`src/rtl/execute_stage_md.sv`:
```
// Pipelined execute stage: single-cycle ALU plus an iterative radix-2 multiply/divide
// unit, branch/jump target resolution and a valid/ready EX/MEM output register.
module execute_stage_md #(
    parameter int XLEN    = 32,
    parameter int REGADDR = 5
) (
    input  logic               clk,
    input  logic               rst,
    input  logic               flush,
    input  logic               in_valid,
    output logic               in_ready,
    input  logic [XLEN-1:0]    ReadData1in,
    input  logic [XLEN-1:0]    ReadData2in,
    input  logic [XLEN-1:0]    PCin,
    input  logic [XLEN-1:0]    ImmGen,
    input  logic               ALUSrc1,
    input  logic               ALUSrc2,
    input  logic [4:0]         ALUCtr,
    input  logic               Branch,
    input  logic               NotZero,
    input  logic               J_inst_ctr,
    input  logic               RegWriteIn,
    input  logic               MemReadIn,
    input  logic               MemWriteIn,
    input  logic               MemToRegIn,
    input  logic [REGADDR-1:0] WriteRegIn,
    output logic               out_valid,
    input  logic               out_ready,
    output logic [XLEN-1:0]    ALUOut,
    output logic               PCSrcOut,
    output logic [XLEN-1:0]    PCDataOut,
    output logic [XLEN-1:0]    ReadData2out,
    output logic               RegWriteOut,
    output logic               MemReadOut,
    output logic               MemWriteOut,
    output logic               MemToRegOut,
    output logic [REGADDR-1:0] WriteRegOut,
    output logic               busy
);

    localparam int SHW = $clog2(XLEN);

    typedef enum logic [1:0] {IDLE, MD_RUN, MD_HOLD} state_t;

    typedef struct packed {
        logic               reg_write;
        logic               mem_read;
        logic               mem_write;
        logic               mem_to_reg;
        logic [REGADDR-1:0] wr_reg;
        logic [XLEN-1:0]    store_data;
        logic [XLEN-1:0]    pc_target;
    } side_t;

    state_t            state;
    logic [SHW-1:0]    md_cnt;
    logic [4:0]        md_op;
    logic              md_neg;
    logic              md_dz;
    logic [XLEN-1:0]   md_dividend;
    logic [XLEN-1:0]   md_div;
    logic [XLEN-1:0]   md_shift;
    logic [XLEN-1:0]   md_rem;
    logic [2*XLEN-1:0] md_acc;
    logic [2*XLEN-1:0] md_mcand;
    side_t             md_side;
    side_t             out_side;

    // ---------------- front end ----------------
    logic [XLEN-1:0] op_a, op_b, alu_res, pc_target;
    logic [SHW-1:0]  shamt;
    logic            is_md, accept, out_free;
    side_t           in_side;

    assign in_ready  = (state == IDLE) && (!out_valid || out_ready) && !rst;
    assign accept    = in_valid && in_ready && !flush;
    assign out_free  = !out_valid || out_ready;
    assign busy      = (state != IDLE);

    assign op_a      = ALUSrc1 ? PCin : ReadData1in;
    assign op_b      = ALUSrc2 ? ImmGen : ReadData2in;
    assign shamt     = op_b[SHW-1:0];
    assign is_md     = (ALUCtr >= 5'd10) && (ALUCtr <= 5'd16);
    assign pc_target = J_inst_ctr ? ((ReadData1in + ImmGen) & ~XLEN'(1)) : (PCin + ImmGen);

    assign in_side.reg_write  = RegWriteIn;
    assign in_side.mem_read   = MemReadIn;
    assign in_side.mem_write  = MemWriteIn;
    assign in_side.mem_to_reg = MemToRegIn;
    assign in_side.wr_reg     = WriteRegIn;
    assign in_side.store_data = ReadData2in;
    assign in_side.pc_target  = pc_target;

    always_comb begin
        alu_res = '0;
        case (ALUCtr)
            5'd0:    alu_res = op_a + op_b;
            5'd1:    alu_res = op_a - op_b;
            5'd2:    alu_res = op_a & op_b;
            5'd3:    alu_res = op_a | op_b;
            5'd4:    alu_res = op_a ^ op_b;
            5'd5:    alu_res = op_a << shamt;
            5'd6:    alu_res = op_a >> shamt;
            5'd7:    alu_res = $unsigned($signed(op_a) >>> shamt);
            5'd8:    alu_res = XLEN'($signed(op_a) < $signed(op_b));
            5'd9:    alu_res = XLEN'(op_a < op_b);
            default: alu_res = '0;
        endcase
    end

    // MD operands are always rs1/rs2; signed ops run on magnitudes and fix the sign at the end
    logic            signed_op, div_op;
    logic [XLEN-1:0] mag1, mag2;
    logic            neg_in;

    assign signed_op = (ALUCtr == 5'd11) || (ALUCtr == 5'd13) || (ALUCtr == 5'd15);
    assign div_op    = (ALUCtr >= 5'd13);
    assign mag1      = (signed_op && ReadData1in[XLEN-1]) ? -ReadData1in : ReadData1in;
    assign mag2      = (signed_op && ReadData2in[XLEN-1]) ? -ReadData2in : ReadData2in;
    assign neg_in    = (ALUCtr == 5'd15) ? ReadData1in[XLEN-1]
                     : signed_op && (ReadData1in[XLEN-1] ^ ReadData2in[XLEN-1]);

    // ---------------- iterative step ----------------
    logic              md_is_div, rem_ge, md_last;
    logic [2*XLEN-1:0] acc_nx;
    logic [XLEN:0]     rem_sh;
    logic [XLEN-1:0]   rem_nx, shift_nx;

    assign md_is_div = (md_op >= 5'd13);
    assign md_last   = (md_cnt == SHW'(XLEN-1));

    always_comb begin
        acc_nx   = md_acc + (md_shift[0] ? md_mcand : '0);
        rem_sh   = {md_rem, md_shift[XLEN-1]};
        rem_ge   = (rem_sh >= {1'b0, md_div});
        rem_nx   = rem_ge ? XLEN'(rem_sh - {1'b0, md_div}) : rem_sh[XLEN-1:0];
        shift_nx = md_is_div ? {md_shift[XLEN-2:0], rem_ge} : (md_shift >> 1);
    end

    // The final step's values are used directly so the result can load on the last edge.
    // Signed overflow falls out naturally: |min|/1 negated wraps back to min, remainder 0.
    logic [2*XLEN-1:0] fin_acc, prod;
    logic [XLEN-1:0]   fin_q, fin_r, md_result;

    always_comb begin
        fin_acc   = (state == MD_RUN) ? acc_nx   : md_acc;
        fin_q     = (state == MD_RUN) ? shift_nx : md_shift;
        fin_r     = (state == MD_RUN) ? rem_nx   : md_rem;
        prod      = md_neg ? -fin_acc : fin_acc;
        md_result = '0;
        case (md_op)
            5'd10:        md_result = prod[XLEN-1:0];
            5'd11, 5'd12: md_result = prod[2*XLEN-1:XLEN];
            5'd13, 5'd14: md_result = md_dz ? '1 : (md_neg ? -fin_q : fin_q);
            5'd15, 5'd16: md_result = md_dz ? md_dividend : (md_neg ? -fin_r : fin_r);
            default:      md_result = '0;
        endcase
    end

    logic sc_load, md_load;

    assign sc_load = accept && !is_md;
    assign md_load = (((state == MD_RUN) && md_last) || (state == MD_HOLD)) && out_free && !flush;

    // ---------------- control FSM and MD datapath ----------------
    always_ff @(posedge clk) begin
        if (rst) begin
            state       <= IDLE;
            md_cnt      <= '0;
            md_op       <= '0;
            md_neg      <= 1'b0;
            md_dz       <= 1'b0;
            md_dividend <= '0;
            md_div      <= '0;
            md_shift    <= '0;
            md_rem      <= '0;
            md_acc      <= '0;
            md_mcand    <= '0;
            md_side     <= '0;
        end else if (flush) begin
            state  <= IDLE;
            md_cnt <= '0;
        end else begin
            case (state)
                IDLE: begin
                    if (accept && is_md) begin
                        state       <= MD_RUN;
                        md_cnt      <= '0;
                        md_op       <= ALUCtr;
                        md_neg      <= neg_in;
                        md_dz       <= (ReadData2in == '0);
                        md_dividend <= ReadData1in;
                        md_div      <= mag2;
                        md_shift    <= div_op ? mag1 : mag2;
                        md_rem      <= '0;
                        md_acc      <= '0;
                        md_mcand    <= {{XLEN{1'b0}}, mag1};
                        md_side     <= in_side;
                    end
                end
                MD_RUN: begin
                    md_acc   <= acc_nx;
                    md_mcand <= md_mcand << 1;
                    md_shift <= shift_nx;
                    md_rem   <= rem_nx;
                    if (md_last) begin
                        md_cnt <= '0;
                        state  <= out_free ? IDLE : MD_HOLD;
                    end else begin
                        md_cnt <= md_cnt + SHW'(1);
                    end
                end
                MD_HOLD: begin
                    if (out_free) state <= IDLE;
                end
                default: state <= IDLE;
            endcase
        end
    end

    // ---------------- EX/MEM output register ----------------
    always_ff @(posedge clk) begin
        if (rst) begin
            out_valid <= 1'b0;
            ALUOut    <= '0;
            PCSrcOut  <= 1'b0;
            out_side  <= '0;
        end else begin
            if (flush)                  out_valid <= 1'b0;
            else if (sc_load || md_load) out_valid <= 1'b1;
            else if (out_ready)         out_valid <= 1'b0;

            if (sc_load) begin
                ALUOut   <= alu_res;
                PCSrcOut <= Branch && ((alu_res == '0) ^ NotZero);
                out_side <= in_side;
            end else if (md_load) begin
                ALUOut   <= md_result;
                PCSrcOut <= 1'b0;
                out_side <= md_side;
            end
        end
    end

    assign PCDataOut    = out_side.pc_target;
    assign ReadData2out = out_side.store_data;
    assign RegWriteOut  = out_side.reg_write;
    assign MemReadOut   = out_side.mem_read;
    assign MemWriteOut  = out_side.mem_write;
    assign MemToRegOut  = out_side.mem_to_reg;
    assign WriteRegOut  = out_side.wr_reg;

endmodule
```
`config.mk`:
```
export PLATFORM = sky130hd
export DESIGN_NAME = execute_stage_md
export DESIGN_NICKNAME = d
export VERILOG_FILES = /design/src/rtl/execute_stage_md.sv
export SDC_FILE = /design/constraint.sdc
export NUM_CORES = 2
export LEC_CHECK = 0
export ABC_AREA = 1
export CORE_ASPECT_RATIO = 1.75
export CORE_MARGIN = 4
export CORE_UTILIZATION = 55
export DETAILED_ROUTE_END_ITERATION = 8
export PLACE_DENSITY = 0.83
export SLEW_MARGIN = 20
export SYNTH_ARGS = -nofsm -noshare
export SYNTH_HDL_FRONTEND = slang
export SYNTH_SLANG_ARGS = --single-unit
```
`constraint.sdc`:
```
create_clock -name clk -period 6.3 [get_ports clk]
set_input_delay 1.26 -clock clk [delete_from_list [all_inputs] [get_ports clk]]
set_output_delay 1.26 -clock clk [all_outputs]
set_load 0.1 [all_outputs]
```
==> results of run 1 <==
==> routing by layer <==
| metal | global-route usage (%) | GRT overflow |
|---|---|---|
| met1 | 67.2 | 0 |
| met5 | 13.3 | 0 |
| met2 | 89.9 | 198 |
| met3 | 46.1 | 1 |
| met4 | 70.4 | 169 |
==> logic make-up after synthesis <==
family | Yosys count
xor gates and xnor gates | 97
AOI/OAI and AO/OA | 1890
and+or+nand+nor | 4458
DFF | 449
adders and majority gates | 266
muxes | 9
buffers and inverters | 1603
==> through the flow <==
stage	instances	worst slack [ns]	hold WS [ns]
detailed placement	10000	0.344	0.450
floorplan	8772	1.07	0.430
CTS	10100	0.971	0.462
global placement	10000	-0.0179	0.444
==> cell usage after synthesis, types with 9 or more instances <==
library cell  instances
nand3_1             599
xnor2_1              21
xor2_1               76
nand4_1             113
nand2_1            2596
or2_2                38
o211ai_1             64
nor2_1              830
o2111ai_1            11
buf_4                15
nor3_1               80
a221oi_1             33
o22ai_1              20
and2_1               20
inv_2                23
a21oi_1             707
a31oi_1              98
o31ai_1              11
o21ai_0             758
buf_1                35
o21ai_1              51
buf_6                 9
a211oi_1             15
nand3_2              21
nor2_4               12
o21a_1               19
buf_2                63
o221ai_1             14
nand3b_1             42
inv_1              1193
clkbuf_1            255
ha_1                260
a22oi_1              10
nor2_2               30
nor4_1               10
dfxtp_1             449
o21bai_1             27
nand2_2              36
==> impl_metrics.toml, run 1 <==
[synthesis]
async_flop_share_pct = 0
synth_top_area_share_pct = 20.0
synth_top_family_by_area = "simple AND/OR/NAND/NOR gates"
yosysSeqAreaShare_pct = 18.5
synth_enable_flop_cells = 0
synth_fa_ha_area_share_pct = 6.93
synthCells = 8772
synth_area_per_cell_um2 = 5.55
syn-num-nets = 9190
synthSimpleGateAreaFrac_pct = 38.5
yosys-top-cells-area = "nand2_1 (20%), dfxtp_1 (18%), inv_1 (9.2%), o21ai_0 (7.8%), a21oi_1 (7.3%)"
ys_seq_elements = 449
synthMuxAreaShare_pct = 0.188
dominantRegCellSynth = "dfxtp_1"
synth_compound_area_share_pct = 21.3
yosys.area.top_type = "nand2_1"
yosys_warnings = 0
synth_cell_types = 70
synth_area_mm2 = 0.0487
yosys.area_share.xor_xnor_pct = 1.74

[floorplan]
num_rows = 144
die_width_um = 233
die_y_um = 402
pin_count = 261
floorplan.initialDensity_pct = 55.4

[global_route]
grt_max_degree = 146
overflow = 368
grt_pass1_vias = 68000
grtUsageTotal_pct = 68.3
grt_pass1_wl_um = 488000

[placement]
io_buffers = 260
hpwl_um = 219000
gp_congestion = 1.31
place_area_mm2 = 0.0530

[clocking]
cts_buffers = 46
clock_path_buffers = 3
cts_resized = 0
clkSinkCount = 449
htreeDepth = 2
hold_buffers = 0
root_buffer = "clkbuf_16"
postCtsSetupBuffers = 0

[status]
lastStage = "global routing (5_1_grt)"
outcome = "did not finish"
tool.error = "[ERROR GRT-0116] Global routing finished with congestion. Check the congestion regions in the DRC Viewer."
==> run 2: changes to the inputs <==
--- a/config.mk
+++ b/config.mk
@@ -6,11 +6,10 @@
 export NUM_CORES = 2
 export LEC_CHECK = 0
 export ABC_AREA = 1
-export CORE_ASPECT_RATIO = 1.75
 export CORE_MARGIN = 4
-export CORE_UTILIZATION = 55
+export CORE_UTILIZATION = 40
 export DETAILED_ROUTE_END_ITERATION = 8
-export PLACE_DENSITY = 0.83
+export PLACE_DENSITY_LB_ADDON = 0.15
 export SLEW_MARGIN = 20
 export SYNTH_ARGS = -nofsm -noshare
 export SYNTH_HDL_FRONTEND = slang
==> run 2 against run 1 <==
  * The flow now finishes without violations
  * Synthesized cell count unchanged
  * Synthesized area unchanged
==> impl_metrics.toml, run 2 <==
[status]
outcome = "finished, final reports clean"

[final_layout]
final_common_cell = "nand2_1"
utilization_pct = 46.3
post_route_cells_drive_above_1_share_pct = 6.36
fin_nets = 9385
largest-register = "md_side"
largest_reg_flops = 72
instances_no_fill = 10600
seqCellArea_mm2 = 0.00899
fill_cells = 13400
area_delta_synth_final_pct = 14.6
mostFrequentLayoutCells = "nand2_1 (2596), inv_1 (1191), nor2_1 (825)"
reg_top3 = "md_side (72), md_acc (64), md_mcand (64)"
multi_input_area_mm2 = 0.0336
final_area_mm2 = 0.0558

[floorplan]
num_rows = 127
core_mm2 = 0.120
die_y_um = 357
floorplan.initialDensity_pct = 40.4
dieArea_mm2 = 0.127
die_width_um = 357
pin_count = 261

[synthesis]
ys_seq_elements = 449
synth_area_per_cell_um2 = 5.55
yosys.area.top_type = "nand2_1"
synthCells = 8772
synth_enable_flop_cells = 0
yosys-top-cells-area = "nand2_1 (20%), dfxtp_1 (18%), inv_1 (9.2%), o21ai_0 (7.8%), a21oi_1 (7.3%)"
synth_area_mm2 = 0.0487
syn-num-nets = 9190
synth_most_common_cell = "nand2_1"
synth_top_area_share_pct = 20.0
ys_top_cells_by_count = "nand2_1 (2596), inv_1 (1193), nor2_1 (830)"
synth_cell_types = 70
async_flop_share_pct = 0
yosysSeqAreaShare_pct = 18.5
yosys_warnings = 0
dominantRegCellSynth = "dfxtp_1"

[timing]
finalCritPeriodShare_pct = 90.0
tightestPinTransition_ns = 1.23
max_freq_mhz = 176
finalSetupTns_ns = 0
setup_viol_count_final = 0
slew_headroom_pct = 17.8
rsz0062_at_grt = "false"
period_minus_slack_ns = 5.67
hold_violations = 0
drv_slew = 0
fin_skew_ns = 0.0376

[clocking]
cts_buffers = 57
root_buffer = "clkbuf_16"
clock_latency_ns = 0.68
hold_buffers = 0
htreeDepth = 2
cts_resized = 0
clkTransAtPathRegs_ns = 0.06
postCtsSetupBuffers = 0
clkSinkCount = 449
clock_path_buffers = 3
tritoncts = "done"

[routing]
met3_length_um = 21100
drt-total-wl_um = 254000
postRouteAntennaNets = 0
drt_iter0_drc = 7416
drt-met1-wl_um = 109000
vias_per_cell = 5.65
avgRoutedWirePerCell_um = 23.9
dr_total_vias = 60100
met2_length_um = 110000
dr.pass1.iters = 9
top_layer = "met5"
drc_errors = 0

[global_route]
grt_pass1_wl_um = 363000
grt_pass1_vias = 54700
grtUsageTotal_pct = 38.0
grt_max_degree = 231
overflow = 0
antenna_found_initial = 20

[pwr]
sequentialPowerShare_pct = 29.0
switching_share_pct = 40.3
p_leak_nw = 28.5
internal-power_mw = 6.03
power.density_mw_per_mm2 = 181
max-vdd-ir-drop_uv = 236
p_clk_share_pct = 34.8
power_switching_mw = 4.08
p_comb_share_pct = 36.2
total_power_mw = 10.1

[worst_setup_path]
critPathKind = "in2reg"
cp.required_ns = 6.81
r2r_setup_slack_ns = 0.95
rr_startpoint = "md_shift[0]$_SDFFE_PP0P_"
reg2reg_to = "ALUOut[13]$_SDFFE_PP0P_"
r2r_cells = 27
worstSetupEndpointType = "flip-flop"
critPathArrivalTime_ns = 6.18
start_kind = "input port"
worstPathMaxFanout = 7

[placement]
gp_congestion = 1.05
place_area_mm2 = 0.0538
hpwl_um = 207000
io_buffers = 260
dp.cells = 10500

[hold_path]
min_path_cells = 2
min_to = "md_side[63]$_SDFFE_PP0P_"
hp-start = "md_side[63]$_SDFFE_PP0P_"
hold_path.class = "reg2reg"

[job]
drv_cap = 0
-- run 2: cell counts after synthesis --
No cell type changed its count.
-- run 2: cells by family after synthesis --
| group | synth area share (%) |
|---|---|
| DFF | 18.5 |
| adders and majority gates | 6.93 |
| buffers and inverters | 12.8 |
| AOI/OAI and AO/OA | 21.3 |
| and+or+nand+nor | 38.5 |
| xor gates and xnor gates | 1.74 |
| muxes | 0.188 |
-- run 2: through the flow --
stage          worst slack, ns  hold slack, ns
4_1_cts                  0.873           0.458
6_report                 0.630           0.462
3_3_place_gp             0.139           0.443
5_1_grt                  0.320           0.483
3_5_place_dp             0.148           0.448
2_1_floorplan             1.07           0.430
-- run 2: power by group through the flow --
| stage | Clock [mW] | Sequential (mW) | Combinational, mW |
|---|---|---|---|
| 2_1_floorplan | 0 | 3.12 | 2.06 |
| 3_3_place_gp | 0 | 3.00 | 3.56 |
| 3_5_place_dp | 0 | 3.00 | 3.55 |
| 4_1_cts | 3.55 | 2.93 | 3.56 |
| 5_1_grt | 3.67 | 2.94 | 3.91 |
| 6_report | 3.51 | 2.94 | 3.66 |
-- run 2: worst max-delay path by stage --
stage / slack, ns / cells after the start / startpoint / end
2_1_floorplan: 1.07 / 10 / rst / md_op[2]$_SDFFE_PP0P_
3_3_place_gp: 0.14 / 25 / ALUSrc1 / PCSrcOut$_SDFFE_PP0P_
3_5_place_dp: 0.15 / 25 / ALUSrc1 / PCSrcOut$_SDFFE_PP0P_
4_1_cts: 0.87 / 25 / ALUSrc1 / PCSrcOut$_SDFFE_PP0P_
5_1_grt: 0.32 / 25 / ALUSrc1 / PCSrcOut$_SDFFE_PP0P_
6_report: 0.63 / 24 / ReadData1in[20] / PCSrcOut$_SDFFE_PP0P_
-- run 2: final cells by class --
cell class	count	share of cell area, %
multi-input combinational	6720	60.2
sequential	449	16.1
inverter	1224	8.26
timing repair buffer	515	8.26
tap	1612	3.61
clock buffer	82	3.03
clock inverter	22	0.471
antenna	12	0.0538
-- run 2: worst max-delay path, cell delays in order --
cell	delay [ns]
clkdlybuf4s50_1	0.57
inv_1	0.16
o21ai_0	0.75
inv_1	0.11
ha_1	0.46
a21oi_1	0.33
inv_1	0.07
a31oi_1	0.57
o21ai_0	0.19
a21oi_1	0.26
nand3_1	0.10
nand3_1	0.11
o21ai_1	0.07
nor2_1	0.23
nand2_1	0.09
nor2_1	0.10
nand3_1	0.10
nor2_1	0.19
buf_4	0.14
nand2_1	0.04
nand2_1	0.06
nand2_1	0.06
nand2_1	0.06
a21oi_1	0.07
-- run 2: per-layer routing --
metal	track usage (%)	vias to the layer above
li1	-	28900
met1	51.4	28000
met2	59.4	2785
met3	5.75	487
met4	17.9	14
met5	0	-
Power figures use the tool's default switching activity.
